<file path="config.mk">
export PLATFORM = sky130hd
export DESIGN_NAME = hazard_unit_flat
export DESIGN_NICKNAME = d
export VERILOG_FILES = /design/src/rtl/hazard_unit_if.sv /design/src/rtl/hazard_unit.sv /design/src/flat_wrapper.sv
export SDC_FILE = /design/constraint.sdc
export NUM_CORES = 1
export LEC_CHECK = 0
export ABC_AREA = 1
export ABC_CLOCK_PERIOD_IN_PS = 1200
export BUFFER_PORTS_ARGS = -buffer_cell sky130_fd_sc_hd__buf_2
export CAP_MARGIN = 20
export CORE_MARGIN = 1.5
export CORE_UTILIZATION = 31
export CTS_CLUSTER_SIZE = 20
export DETAILED_ROUTE_END_ITERATION = 8
export GPL_TIMING_DRIVEN = 0
export PLACE_DENSITY = 0.77
export SYNTH_ARGS = -nofsm -noshare
export SYNTH_HDL_FRONTEND = slang
export SYNTH_SLANG_ARGS = --single-unit
</file>
<file path="constraint.sdc">
create_clock -name CLK -period 1.2 [get_ports CLK]
set_input_delay 0.24 -clock CLK [delete_from_list [all_inputs] [get_ports CLK]]
set_output_delay 0.24 -clock CLK [all_outputs]
set_load 0.1 [all_outputs]
</file>
<file path="src/rtl/hazard_unit_if.sv">
// hazard_unit_if: control bundle between the five-stage datapath and hazard_unit.
// The datapath side is the master; hazard_unit consumes it through the slave modport.
interface hazard_unit_if #(parameter int REGADDR = 5);
  logic                ihit;
  logic                dhit;
  logic [REGADDR-1:0]  ifid_rs;
  logic [REGADDR-1:0]  ifid_rt;
  logic                ifid_uses_rt;
  logic                idex_memread;
  logic [REGADDR-1:0]  idex_dest;
  logic                exmem_dmemren;
  logic                exmem_dmemwen;
  logic                ex_redirect;
  logic                exmem_halt;
  logic                pc_en;
  logic                ifid_en;
  logic                idex_en;
  logic                exmem_en;
  logic                memwb_en;
  logic                ifid_flush;
  logic                idex_flush;
  logic                halted;
  logic [31:0]         stall_cycles;
  logic [31:0]         flush_count;

  modport master (
    output ihit, dhit, ifid_rs, ifid_rt, ifid_uses_rt, idex_memread, idex_dest,
           exmem_dmemren, exmem_dmemwen, ex_redirect, exmem_halt,
    input  pc_en, ifid_en, idex_en, exmem_en, memwb_en, ifid_flush, idex_flush,
           halted, stall_cycles, flush_count
  );

  modport slave (
    input  ihit, dhit, ifid_rs, ifid_rt, ifid_uses_rt, idex_memread, idex_dest,
           exmem_dmemren, exmem_dmemwen, ex_redirect, exmem_halt,
    output pc_en, ifid_en, idex_en, exmem_en, memwb_en, ifid_flush, idex_flush,
           halted, stall_cycles, flush_count
  );
endinterface

</file>
<file path="src/rtl/hazard_unit.sv">
// hazard_unit: latch enables, flushes and PC enable for the five-stage pipeline.
// Define HAZARD_PERF_EN to build the stall/flush performance counters.
//
// state   | meaning
// RUN     | normal issue, priority rules evaluated every cycle
// MEMWAIT | data access outstanding, pipeline frozen until dhit
// LOADBUB | load-use bubble just inserted, load-use check suppressed
// HALTED  | halt reached MEM, parked until reset
module hazard_unit #(
  parameter int REGADDR = 5
) (
  input  logic          CLK,
  input  logic          nRST,
  hazard_unit_if.slave  bus
);

  typedef enum logic [1:0] {RUN, MEMWAIT, LOADBUB, HALTED} state_t;

  state_t             state;
  state_t             state_nxt;
  logic [REGADDR-1:0] dest;
  logic               memop;
  logic               loaduse;
  logic               pc_en;
  logic               ifid_en;
  logic               idex_en;
  logic               exmem_en;
  logic               memwb_en;
  logic               ifid_flush;
  logic               idex_flush;

  assign dest    = bus.idex_dest;
  assign memop   = bus.exmem_dmemren | bus.exmem_dmemwen;
  assign loaduse = bus.idex_memread && (dest != '0) &&
                   ((dest == bus.ifid_rs) || (bus.ifid_uses_rt && (dest == bus.ifid_rt)));

  always_comb begin
    state_nxt  = state;
    pc_en      = 1'b0;
    ifid_en    = 1'b0;
    idex_en    = 1'b0;
    exmem_en   = 1'b0;
    memwb_en   = 1'b0;
    ifid_flush = 1'b0;
    idex_flush = 1'b0;
    if (!nRST) begin
      state_nxt = RUN;
    end else begin
      case (state)
        HALTED: state_nxt = HALTED;
        default: begin
          // MEMWAIT with dhit and LOADBUB both fall through to the RUN priority chain.
          if ((state == MEMWAIT) && !bus.dhit) begin
            state_nxt = MEMWAIT;
          end else if (bus.exmem_halt) begin
            state_nxt = HALTED;
          end else if (memop && !bus.dhit) begin
            state_nxt = MEMWAIT;
          end else if (bus.ex_redirect) begin
            {pc_en, ifid_en, idex_en, exmem_en, memwb_en} = 5'b11111;
            ifid_flush = 1'b1;
            idex_flush = 1'b1;
            state_nxt  = RUN;
          end else if (loaduse && (state != LOADBUB)) begin
            {idex_en, exmem_en, memwb_en} = 3'b111;
            idex_flush = 1'b1;
            state_nxt  = LOADBUB;
          end else if (!bus.ihit) begin
            {ifid_en, idex_en, exmem_en, memwb_en} = 4'b1111;
            ifid_flush = 1'b1;
            state_nxt  = RUN;
          end else begin
            {pc_en, ifid_en, idex_en, exmem_en, memwb_en} = 5'b11111;
            state_nxt = RUN;
          end
        end
      endcase
    end
  end

  always_ff @(posedge CLK or negedge nRST) begin
    if (!nRST) state <= RUN;
    else       state <= state_nxt;
  end

  assign bus.pc_en      = pc_en;
  assign bus.ifid_en    = ifid_en;
  assign bus.idex_en    = idex_en;
  assign bus.exmem_en   = exmem_en;
  assign bus.memwb_en   = memwb_en;
  assign bus.ifid_flush = ifid_flush;
  assign bus.idex_flush = idex_flush;
  assign bus.halted     = (state == HALTED);

`ifdef HAZARD_PERF_EN
  logic [31:0] stall_q;
  logic [31:0] flush_q;

  // Both counters saturate rather than wrap.
  always_ff @(posedge CLK or negedge nRST) begin
    if (!nRST) begin
      stall_q <= '0;
      flush_q <= '0;
    end else begin
      if (!pc_en && (state != HALTED) && (stall_q != '1)) stall_q <= stall_q + 32'd1;
      if ((ifid_flush || idex_flush) && (flush_q != '1)) flush_q <= flush_q + 32'd1;
    end
  end

  assign bus.stall_cycles = stall_q;
  assign bus.flush_count  = flush_q;
`else
  assign bus.stall_cycles = '0;
  assign bus.flush_count  = '0;
`endif

endmodule

</file>
<file path="src/flat_wrapper.sv">
// flat-port wrapper written by rule: the top's interface ports become plain ports
module hazard_unit_flat 
#(
  parameter int REGADDR = 5
)
  (CLK, nRST, bus_ihit, bus_dhit, bus_ifid_rs, bus_ifid_rt, bus_ifid_uses_rt, bus_idex_memread, bus_idex_dest, bus_exmem_dmemren, bus_exmem_dmemwen, bus_ex_redirect, bus_exmem_halt, bus_pc_en, bus_ifid_en, bus_idex_en, bus_exmem_en, bus_memwb_en, bus_ifid_flush, bus_idex_flush, bus_halted, bus_stall_cycles, bus_flush_count);
  hazard_unit_if #(.REGADDR(REGADDR)) bus_i ();
  input  logic CLK;
  input  logic nRST;
  input wire logic [$bits(bus_i.ihit)-1:0] bus_ihit;
  input wire logic [$bits(bus_i.dhit)-1:0] bus_dhit;
  input wire logic [$bits(bus_i.ifid_rs)-1:0] bus_ifid_rs;
  input wire logic [$bits(bus_i.ifid_rt)-1:0] bus_ifid_rt;
  input wire logic [$bits(bus_i.ifid_uses_rt)-1:0] bus_ifid_uses_rt;
  input wire logic [$bits(bus_i.idex_memread)-1:0] bus_idex_memread;
  input wire logic [$bits(bus_i.idex_dest)-1:0] bus_idex_dest;
  input wire logic [$bits(bus_i.exmem_dmemren)-1:0] bus_exmem_dmemren;
  input wire logic [$bits(bus_i.exmem_dmemwen)-1:0] bus_exmem_dmemwen;
  input wire logic [$bits(bus_i.ex_redirect)-1:0] bus_ex_redirect;
  input wire logic [$bits(bus_i.exmem_halt)-1:0] bus_exmem_halt;
  output wire logic [$bits(bus_i.pc_en)-1:0] bus_pc_en;
  output wire logic [$bits(bus_i.ifid_en)-1:0] bus_ifid_en;
  output wire logic [$bits(bus_i.idex_en)-1:0] bus_idex_en;
  output wire logic [$bits(bus_i.exmem_en)-1:0] bus_exmem_en;
  output wire logic [$bits(bus_i.memwb_en)-1:0] bus_memwb_en;
  output wire logic [$bits(bus_i.ifid_flush)-1:0] bus_ifid_flush;
  output wire logic [$bits(bus_i.idex_flush)-1:0] bus_idex_flush;
  output wire logic [$bits(bus_i.halted)-1:0] bus_halted;
  output wire logic [$bits(bus_i.stall_cycles)-1:0] bus_stall_cycles;
  output wire logic [$bits(bus_i.flush_count)-1:0] bus_flush_count;
  assign bus_i.ihit = bus_ihit;
  assign bus_i.dhit = bus_dhit;
  assign bus_i.ifid_rs = bus_ifid_rs;
  assign bus_i.ifid_rt = bus_ifid_rt;
  assign bus_i.ifid_uses_rt = bus_ifid_uses_rt;
  assign bus_i.idex_memread = bus_idex_memread;
  assign bus_i.idex_dest = bus_idex_dest;
  assign bus_i.exmem_dmemren = bus_exmem_dmemren;
  assign bus_i.exmem_dmemwen = bus_exmem_dmemwen;
  assign bus_i.ex_redirect = bus_ex_redirect;
  assign bus_i.exmem_halt = bus_exmem_halt;
  assign bus_pc_en = bus_i.pc_en;
  assign bus_ifid_en = bus_i.ifid_en;
  assign bus_idex_en = bus_i.idex_en;
  assign bus_exmem_en = bus_i.exmem_en;
  assign bus_memwb_en = bus_i.memwb_en;
  assign bus_ifid_flush = bus_i.ifid_flush;
  assign bus_idex_flush = bus_i.idex_flush;
  assign bus_halted = bus_i.halted;
  assign bus_stall_cycles = bus_i.stall_cycles;
  assign bus_flush_count = bus_i.flush_count;
  hazard_unit #(.REGADDR(REGADDR)) u_core (.CLK(CLK), .nRST(nRST), .bus(bus_i));
endmodule
</file>
==> results of run 1 <==
-- final cells by class --
class | instances | area, um^2
buffer | 64 | 480.5
clock buffer | 3 | 22.52
fill | 285 | 1167
inverter | 23 | 90.09
multi-input combinational | 121 | 530.5
sequential | 2 | 50.05
tap | 31 | 38.79
timing repair buffer | 40 | 354.1
-- path summary, 6_finish.rpt --
| path | endpoint | slack (ps) | cells after the start |
|---|---|---|---|
| min in group asynchronous | u_core.state[0]$_DFF_PN0_ | 360 | 2 |
| max in group asynchronous | u_core.state[1]$_DFF_PN0_ | 710 | 2 |
| worst min-delay path | u_core.state[1]$_DFF_PN0_ | 340 | 3 |
| worst max-delay path | bus_ifid_flush | -600 | 8 |
| worst min register to register | u_core.state[1]$_DFF_PN0_ | 640 | 2 |
| worst max register to register | u_core.state[0]$_DFF_PN0_ | 110 | 6 |
-- cells in the final DEF, fill, tap and decap left out, drive strengths merged --
cell,count
buf,103
conb,64
nand2,33
inv,22
nor2,11
nand4,3
nand3,3
clkbuf,3
a21oi,3
dfrtp,2
nor3,1
o21bai,1
xnor2,1
o21a,1
clkinvlp,1
dlygate4sd3,1
-- where the power goes --
group          internal [mW]  total (mW)  switching, mW
registers             0.0731      0.0770        0.00395
clock network          0.111       0.152         0.0416
logic                  0.280        1.38           1.10
-- cell families after synthesis --
| family | Yosys count |
|---|---|
| other | 1 |
| and+or+nand+nor | 51 |
| buffers and inverters | 89 |
| AOI/OAI and AO/OA | 5 |
| DFF | 2 |
| xor gates and xnor gates | 1 |
-- Yosys cell counts (all sizes together) --
master / count
o21bai: 1
xnor2: 1
buf: 66
nor3: 1
dfrtp: 2
nand2: 33
o21a: 1
nand4: 3
nor2: 11
nand3: 3
a21oi: 3
inv: 23
conb: 1
-- routing by layer --
layer / vias up / wire (um) / GRT usage [%]
met5: - / 0 / 0
met4: 0 / 2 / 3.061
met3: 2 / 204 / 2.074
met2: 56 / 979 / 20.43
met1: 357 / 629 / 11.44
li1: 520 / - / -
-- repair_timing --
| item | in CTS | in global routing |
|---|---|---|
| gates cloned | 0 | 0 |
| setup endpoints to repair | 8 | 8 |
| setup buffers | 5 | 3 |
| endpoints found under the hold margin | 2 | 0 |
| pin swaps | 2 | 1 |
| gates resized for setup | 32 | 7 |
| hold buffers | 1 | 0 |
-- worst min-delay path, stage by stage --
cell and delay, ps:
sky130_fd_sc_hd__buf_2 90, sky130_fd_sc_hd__inv_1 80, sky130_fd_sc_hd__a21oi_2 110
-- per-stage QoR --
stage | total power, mW | hold WS, ps | util, %
6_report | 1.605 | 338.2 | 57.30
5_1_grt | 1.662 | 338.8 | 57.30
4_1_cts | 1.591 | 318.2 | 56.25
3_5_place_dp | 1.371 | 33.35 | 49.61
3_3_place_gp | 1.368 | 33.93 | 49.61
2_1_floorplan | 1.296 | -55.59 | -
==> results.py, run 1 <==
metrics = {
    "global_routing": {
        "grt.overflow.total": 0,
        "grt_usage_pct": 10.60,
        "vias_in_the_first_global_route": 687,
        "grt_antenna_before_repair": 0,
        "grt_max_degree": 6,
        "first_pass_grt_wire_length_um": 2766,
    },
    "final_layout": {
        "layout_top_registers": "u_core.state (2)",
        "antenna_cells": 0,
        "layout.nets": 280,
        "area.growth.synth_to_final_pct": 77.09,
        "final-instance-count-excl-fill": 284,
        "registers.top_by_ff_count": "u_core.state",
        "largest_register_ffs": 2,
        "layout.cell_area.non_filler_mm2": 0.001567,
        "final_layout_size_suffix_gt1_share_pct": 47.04,
    },
    "placement": {
        "place_hpwl_um": 1570,
        "place.gp.congestion": 0.7408,
        "preCtsSetupSlack_ps": -652.2,
        "instance_area_at_placement_mm2": 0.001356,
        "place.port_buffers": 32,
        "placed_cells": 275,
    },
    "job": {
        "drv_cap": 0,
    },
    "drt": {
        "drcViolationCount": 0,
        "drtIter0Drc": 13,
        "vias": 935,
        "routedWlPerCell_um": 6.398,
        "totalWireLength_um": 1817,
        "pre_repair_dr_iteration_count": 4,
        "vias_per_cell": 3.292,
        "antenna_violating_nets_post_route": 0,
    },
    "clock_tree": {
        "clock_sink_count": 2,
        "max-clock-path-buffers": 2,
        "cts_htree_levels": 1,
        "insertion_delay_ps": 230,
        "cts_tree": "done",
        "clk_slew_on_worst_s_h_paths_ps": 30,
        "cts_buffers": 3,
        "clock_tree.root_cell": "sky130_fd_sc_hd__clkbuf_4",
    },
    "setup_path": {
        "rr_startpoint": "u_core.state[1]$_DFF_PN0_",
        "worst_setup_path_start_kind": "flip-flop",
        "crit_path_start": "u_core.state[0]$_DFF_PN0_",
        "critPathBufInv": 3,
        "worstPathArrival_ps": 1560,
        "cp_data_required_time_ps": 960,
        "endpoint_kind": "output port",
        "critPathSlowestCell": "sky130_fd_sc_hd__dfrtp_1",
        "critical_path.max_fanout": 5,
        "setup.worst_path.class": "reg2out",
        "critPathMaxStageDelay_ps": 380,
        "timing.critical_path.cells": "inv_2 -> nor3_2 -> inv_1 -> nand4_1 -> nor2_4 -> nand2_4 -> a21oi_4 -> buf_12",
        "timing.critical_path.max_delay_family": "simple AND/OR/NAND/NOR gates",
    },
    "floorplanning": {
        "ports": 97,
        "die_area_mm2": 0.003183,
        "start_util_pct": 32.36,
        "placementRows": 19,
        "chipWidth_um": 56.42,
        "coreArea_mm2": 0.002734,
        "floorplan.die.height_um": 56.42,
    },
    "synth": {
        "synth.distinct_cells": 16,
        "postSynthAreaPerCell_um2": 5.937,
        "postSynthRegisterBits": 2,
        "synth_compound_area_share_pct": 3.819,
        "synth_largest_area_cell": "sky130_fd_sc_hd__buf_4",
        "postSynthCellCount": 149,
        "post_synth_mux_area_share_pct": 0,
        "synth_largest_type_area_fraction_pct": 56.01,
        "yosysSeqAreaShare_pct": 5.658,
        "synthAdderAreaFrac_pct": 0,
        "synth_area_leaders": "sky130_fd_sc_hd__buf_4, sky130_fd_sc_hd__nand2_1, sky130_fd_sc_hd__inv_1, sky130_fd_sc_hd__dfrtp_1, sky130_fd_sc_hd__nor2_1",
        "ys.warnings.count": 0,
        "synthesis.area_um2": 884.6,
        "post_synth_and_or_nand_nor_area_fraction_pct": 23.34,
        "post_synth_xor_area_fraction_pct": 0.9901,
        "largest_family_of_logic_cells_by_synthesized_area": "buffers and inverters",
    },
    "timing": {
        "postLayoutSetupSlackWorst_ps": -604.9,
        "fin_crit_ps": 1805,
        "report.final.setup_viol": 8,
        "fmaxAchievable_ghz": 0.5541,
        "hold_violations": 0,
        "finalClockSkew_ps": 0.6273,
        "final-max-slew-violation-count": 0,
        "rsz0062_at_grt": "yes",
        "tns_ps": -3930,
        "fin_crit_sh_pct": 150.4,
    },
    "outcome": {
        "violations_in_the_final_reports": "setup timing",
        "status": "finished, violations left",
    },
    "min_path": {
        "min_from": "nRST",
        "hold_path_class": "in2reg",
    },
    "power": {
        "vdd.ir_drop.worst_mv": 0.6821,
        "static-leakage-power_nw": 1.058,
        "powerDensity_mw_per_mm2": 1025,
    },
}
Power figures use the tool's default switching activity.
==> run 2, diff against run 1 <==
ABC_AREA = unset   (was 1)
CORE_MARGIN = unset   (was 1.5)
CORE_UTILIZATION = 30   (was 31)
PLACE_DENSITY = 0.76   (was 0.77)
==> results.py, run 2 <==
metrics = {
    "placement": {
        "place.gp.congestion": 0.6919,
        "instance_area_at_placement_mm2": 0.001378,
        "place.port_buffers": 32,
        "place_hpwl_um": 1570,
    },
    "power": {
        "swShare_pct": 68.90,
        "power_switching_mw": 1.181,
        "power_report.internal_total_uw": 533.1,
        "power.share.combinational_pct": 85.6,
        "static-leakage-power_nw": 0.9388,
        "powerDensity_mw_per_mm2": 1034,
        "clock_power_share_pct": 9.8,
        "p_seq_share_pct": 4.7,
        "vdd.ir_drop.worst_mv": 0.9106,
    },
    "synth": {
        "synth_edf_count": 0,
        "postSynthRegisterBits": 2,
        "postSynthAreaPerCell_um2": 7.678,
        "yosysSeqAreaShare_pct": 5.926,
        "postSynthCellCount": 110,
        "top_flip_flop_cell_by_instance_count_after_synthesis": "sky130_fd_sc_hd__dfrtp_1",
        "synth_largest_type_area_fraction_pct": 58.67,
        "synth_largest_area_cell": "sky130_fd_sc_hd__buf_4",
        "ys.warnings.count": 0,
        "synthesis.area_um2": 844.6,
        "async_s_r_ff_share_synth_pct": 100.0,
        "post-synth-top-count-cell": "sky130_fd_sc_hd__buf_4",
        "synth.distinct_cells": 23,
        "synthTopCellsByCount": "sky130_fd_sc_hd__buf_4, sky130_fd_sc_hd__xnor2_1, sky130_fd_sc_hd__inv_1",
        "synth_area_leaders": "sky130_fd_sc_hd__buf_4, sky130_fd_sc_hd__xnor2_1, sky130_fd_sc_hd__dfrtp_1, sky130_fd_sc_hd__o221ai_4, sky130_fd_sc_hd__a21oi_1",
    },
    "drt": {
        "pre_repair_dr_iteration_count": 2,
        "vias_per_cell": 3.379,
        "totalWireLength_um": 1909,
        "drtIter0Drc": 2,
        "vias": 838,
        "drcViolationCount": 0,
        "routedWlPerCell_um": 7.698,
        "antenna_violating_nets_post_route": 0,
    },
    "min_path": {
        "worstHoldPathCells": 3,
        "hold_path_class": "in2reg",
    },
    "clock_tree": {
        "insertion_delay_ps": 230,
        "max-clock-path-buffers": 2,
        "cts_buffers": 3,
        "clock_sink_count": 2,
        "cts_htree_levels": 1,
        "clk_slew_on_worst_s_h_paths_ps": 40,
        "cts_tree": "done",
        "clock_tree.root_cell": "sky130_fd_sc_hd__clkbuf_4",
    },
    "setup_path": {
        "timing.critical_path.cells": "buf_8 -> or4_4 -> o221ai_4 -> nor2_4 -> a21oi_4 -> buf_12",
        "r2r_slack_ps": -160,
        "critical_path.max_fanout": 3,
        "cp_data_required_time_ps": 960,
        "r2r.worst_path.cells": 4,
        "worstPathArrival_ps": 1570,
        "critPathBufInv": 2,
        "critPathMaxStageDelay_ps": 540,
        "setup.worst_path.class": "in2out",
        "cp_num_cells": 6,
        "critPathSlowestCell": "sky130_fd_sc_hd__or4_4",
        "timing.critical_path.max_delay_family": "simple AND/OR/NAND/NOR gates",
        "endpoint_kind": "output port",
        "worst_setup_path_start_kind": "primary input",
    },
    "global_routing": {
        "grt_antenna_before_repair": 0,
        "grt_max_degree": 6,
        "grt_usage_pct": 11.35,
        "first_pass_grt_wire_length_um": 2435,
        "vias_in_the_first_global_route": 628,
        "grt.overflow.total": 0,
    },
    "outcome": {
        "violations_in_the_final_reports": "setup timing",
        "status": "finished, violations left",
    },
    "final_layout": {
        "registers.top_by_ff_count": "u_core.state",
        "largest_register_ffs": 2,
        "area.growth.synth_to_final_pct": 96.30,
        "layout.nets": 244,
        "most_frequent_cells_in_the_layout": "sky130_fd_sc_hd__buf_4, sky130_fd_sc_hd__conb_1, sky130_fd_sc_hd__buf_2, sky130_fd_sc_hd__buf_12, sky130_fd_sc_hd__xnor2_1",
        "final_common_cell": "sky130_fd_sc_hd__buf_4",
        "final_layout_size_suffix_gt1_share_pct": 60.09,
        "antenna_cells": 0,
        "layout.cell_area.non_filler_mm2": 0.001658,
        "layout_top_registers": "u_core.state (2)",
        "filler_cell_count": 226,
    },
    "floorplanning": {
        "coreArea_mm2": 0.002567,
        "start_util_pct": 32.89,
        "ports": 97,
        "floorplan.die.height_um": 55.06,
        "chipWidth_um": 55.06,
        "die_area_mm2": 0.003032,
        "placementRows": 18,
    },
    "timing": {
        "report.final.setup_viol": 9,
        "tns_ps": -3786,
        "finalClockSkew_ps": 11.17,
        "fin_crit_sh_pct": 151.0,
        "hold_violations": 0,
        "postLayoutSetupSlackWorst_ps": -611.7,
        "fin_worst_hold_slack_ps": 314.2,
        "fmaxAchievable_ghz": 0.5520,
        "rsz0062_at_grt": "yes",
        "fin_crit_ps": 1812,
        "final-max-slew-violation-count": 0,
    },
    "job": {
        "drv_cap": 0,
    },
}
-- run 2: area by class of cell --
type	count	area, um^2	share of cell area, %
multi-input combinational	101	646.9	39.02
clock buffer	4	26.28	1.585
tap	30	37.54	2.264
timing repair buffer	42	385.4	23.25
inverter	4	18.77	1.132
buffer	65	491.7	29.66
sequential	2	51.30	3.094
-- run 2: stage by stage --
| stage | utilization, % | power, mW | setup slack (ps) | cells |
|---|---|---|---|---|
| detailed placement | 53.65 | 1.426 | -852.7 | 235 |
| floorplan | - | 1.344 | -688.1 | 173 |
| global placement | 53.65 | 1.422 | -844.6 | 235 |
| finish | 64.57 | 1.715 | -611.7 | 248 |
| global route | 64.57 | 1.779 | -665.3 | 248 |
| CTS | 61.79 | 1.675 | -625.8 | 244 |
-- run 2: cells by family (layout without fill, tap and decap cells) --
logic type / after synthesis / in the layout / share of synthesized area (%)
and+or+nand+nor: 14 / 14 / 9.631
DFF: 2 / 2 / 5.926
buffers and inverters: 70 / 115 / 60.44
xor gates and xnor gates: 10 / 10 / 10.37
other: 1 / 64 / 0.4440
AOI/OAI and AO/OA: 13 / 13 / 13.19
-- run 2: routing by layer --
metal	global-route usage (%)	routed length, um	vias to the layer above
li1	-	-	444
met1	11.31	569	337
met2	22.29	1082	55
met3	3.005	241	2
met4	3.750	15	0
met5	0	0	-
-- run 2: path summary, 6_finish.rpt --
kind,endpoint,from
worst min register to register,u_core.state[1]$_DFF_PN0_,u_core.state[1]$_DFF_PN0_
worst max register to register,u_core.state[1]$_DFF_PN0_,u_core.state[0]$_DFF_PN0_
min in group asynchronous,u_core.state[0]$_DFF_PN0_,nRST
worst min-delay path,u_core.state[0]$_DFF_PN0_,bus_exmem_halt
worst max-delay path,bus_ifid_en,bus_idex_dest[2]
max in group asynchronous,u_core.state[1]$_DFF_PN0_,nRST
-- run 2: power groups by stage --
stage / logic, mW / registers [mW] / clock network (mW)
2_1_floorplan: 1.26 / 0.0800 / 0
3_3_place_gp: 1.34 / 0.0808 / 0
3_5_place_dp: 1.34 / 0.0811 / 0
4_1_cts: 1.42 / 0.0803 / 0.173
5_1_grt: 1.52 / 0.0810 / 0.180
6_report: 1.47 / 0.0803 / 0.167
-- run 2: worst min-delay path, cell delays in order --
cell and delay [ps]:
sky130_fd_sc_hd__buf_2 110, sky130_fd_sc_hd__inv_1 40, sky130_fd_sc_hd__a21boi_0 100
-- run 2: what timing repair did --
item                                    CTS  global route
pin swaps                                 2            11
endpoints found under the hold margin     2             0
resized for setup                        39             7
endpoints found under the setup margin    9             9
setup buffers                             5             4
hold buffers                              1             0
==> run 3, diff against run 2 <==
CORE_ASPECT_RATIO = 1.5   (was unset)
==> results.py, run 3 (synthesis results as in run 2) <==
metrics = {
    "final_layout": {
        "antenna_cells": 0,
        "largest_register_ffs": 2,
        "register_area_um2": 51.30,
        "filler_cell_count": 255,
        "layout.nets": 246,
        "final_common_cell": "sky130_fd_sc_hd__buf_4",
        "layout_top_registers": "u_core.state (2)",
        "area.growth.synth_to_final_pct": 97.93,
        "most_frequent_cells_in_the_layout": "sky130_fd_sc_hd__buf_4, sky130_fd_sc_hd__conb_1, sky130_fd_sc_hd__buf_2, sky130_fd_sc_hd__xnor2_1, sky130_fd_sc_hd__buf_12",
        "registers.top_by_ff_count": "u_core.state",
        "final_layout_size_suffix_gt1_share_pct": 58.18,
        "final-instance-count-excl-fill": 257,
        "area_occupied_by_multi_input_gates_um2": 613.1,
    },
    "floorplanning": {
        "die_area_mm2": 0.003036,
        "coreArea_mm2": 0.002676,
        "chipWidth_um": 45.32,
        "ports": 97,
        "placementRows": 23,
        "floorplan.die.height_um": 66.99,
        "start_util_pct": 31.56,
    },
    "clock_tree": {
        "cts_tree": "done",
        "clock_tree.root_cell": "sky130_fd_sc_hd__clkbuf_8",
        "cts_buffers": 3,
        "clk_slew_on_worst_s_h_paths_ps": 30,
        "cts_htree_levels": 1,
        "clock_sink_count": 2,
        "insertion_delay_ps": 210,
        "max-clock-path-buffers": 2,
    },
    "outcome": {
        "violations_in_the_final_reports": "setup timing",
        "status": "finished, violations left",
    },
    "setup_path": {
        "r2r_slack_ps": -340,
        "critical_path.max_fanout": 3,
        "rr_startpoint": "u_core.state[1]$_DFF_PN0_",
        "r2r-end": "u_core.state[1]$_DFF_PN0_",
        "setup.worst_path.class": "in2out",
        "worstSetupEndpoint": "bus_ifid_en",
        "r2r.worst_path.cells": 6,
        "worstPathArrival_ps": 1520,
        "crit_path_start": "bus_idex_dest[3]",
        "endpoint_kind": "output port",
        "cp_data_required_time_ps": 960,
        "worst_setup_path_start_kind": "primary input",
    },
    "min_path": {
        "worstHoldPathCells": 3,
        "min_from": "bus_exmem_halt",
        "hold_path_class": "in2reg",
    },
    "timing": {
        "finalClockSkew_ps": 0.7033,
        "fin_worst_hold_slack_ps": 283.8,
        "tns_ps": -3801,
        "rsz0062_at_grt": "yes",
        "report.final.setup_viol": 9,
        "fin_crit_ps": 1760,
        "fin_crit_sh_pct": 146.6,
        "final-max-slew-violation-count": 0,
        "postLayoutSetupSlackWorst_ps": -559.8,
        "fmaxAchievable_ghz": 0.5683,
        "hold_violations": 0,
    },
    "job": {
        "drv_cap": 0,
    },
    "placement": {
        "placed_cells": 242,
        "place.port_buffers": 32,
        "place.gp.congestion": 0.6567,
        "place_hpwl_um": 1578,
        "preCtsSetupSlack_ps": -844.1,
    },
    "global_routing": {
        "grt.overflow.total": 0,
        "first_pass_grt_wire_length_um": 2463,
        "grt_usage_pct": 11.20,
        "vias_in_the_first_global_route": 652,
        "grt_antenna_before_repair": 0,
        "grt_max_degree": 6,
    },
    "drt": {
        "pre_repair_dr_iteration_count": 2,
        "totalWireLength_um": 1852,
        "vias_per_cell": 3.323,
        "antenna_violating_nets_post_route": 0,
        "vias": 854,
        "drcViolationCount": 0,
        "drtIter0Drc": 3,
        "routedWlPerCell_um": 7.206,
    },
    "power": {
        "vdd.ir_drop.worst_mv": 0.7802,
        "powerDensity_mw_per_mm2": 1095,
        "static-leakage-power_nw": 0.9395,
    },
}
[run 3: metal layers]
metal  part of all wire, %  global-route usage, %  up-vias  wire [um]
li1                      -                      -      446          -
met1                    28                  7.754      340        524
met2                    57                  24.28       66       1051
met3                    14                  3.523        2        253
met4                   1.2                  4.545        0         22
met5                     0                      0        -          0
[run 3: worst min-delay path by stage]
stage / to / slack (ps)
2_1_floorplan: u_core.state[0]$_DFF_PN0_ / -60
6_report: u_core.state[0]$_DFF_PN0_ / 280
5_1_grt: u_core.state[0]$_DFF_PN0_ / 300
4_1_cts: u_core.state[0]$_DFF_PN0_ / 280
3_5_place_dp: u_core.state[1]$_DFF_PN0_ / 50
3_3_place_gp: u_core.state[1]$_DFF_PN0_ / 40
[run 3: area by class of cell]
cell class,instances,share of cell area [%]
Timing Repair Buffer,44,23.95
Multi-Input combinational cell,101,36.68
Sequential cell,2,3.069
Buffer,65,29.42
Clock buffer,4,2.695
Inverter,4,1.422
Tap cell,37,2.769
[run 3: metrics by stage]
stage / power (mW) / utilization, % / area [um^2]
5_1_grt: 1.898 / 62.46 / 1672
3_5_place_dp: 1.427 / 51.80 / 1386
2_1_floorplan: 1.344 / - / 1180
6_report: 1.831 / 62.46 / 1672
3_3_place_gp: 1.424 / 51.80 / 1386
4_1_cts: 1.804 / 60.59 / 1622
[run 3: worst max-delay path, cell delays in order]
cell	delay, ps
sky130_fd_sc_hd__buf_8	90
sky130_fd_sc_hd__or4_4	530
sky130_fd_sc_hd__o221ai_4	210
sky130_fd_sc_hd__nor2_4	90
sky130_fd_sc_hd__a21oi_4	160
sky130_fd_sc_hd__buf_12	190
[run 3: power by group]
part | internal, mW | switching, mW | leakage, nW
logic | 0.337 | 1.12 | 0.893
registers | 0.0734 | 0.00855 | 0.0242
clock network | 0.226 | 0.0607 | 0.0228
[run 3: what timing repair did]
| action | in CTS | in global routing |
|---|---|---|
| gates resized for setup | 38 | 4 |
| hold buffers | 1 | 0 |
| pin swaps | 6 | 5 |
| setup buffers | 6 | 5 |
| endpoints found under the hold margin | 2 | 0 |
| endpoints found under the setup margin | 9 | 9 |
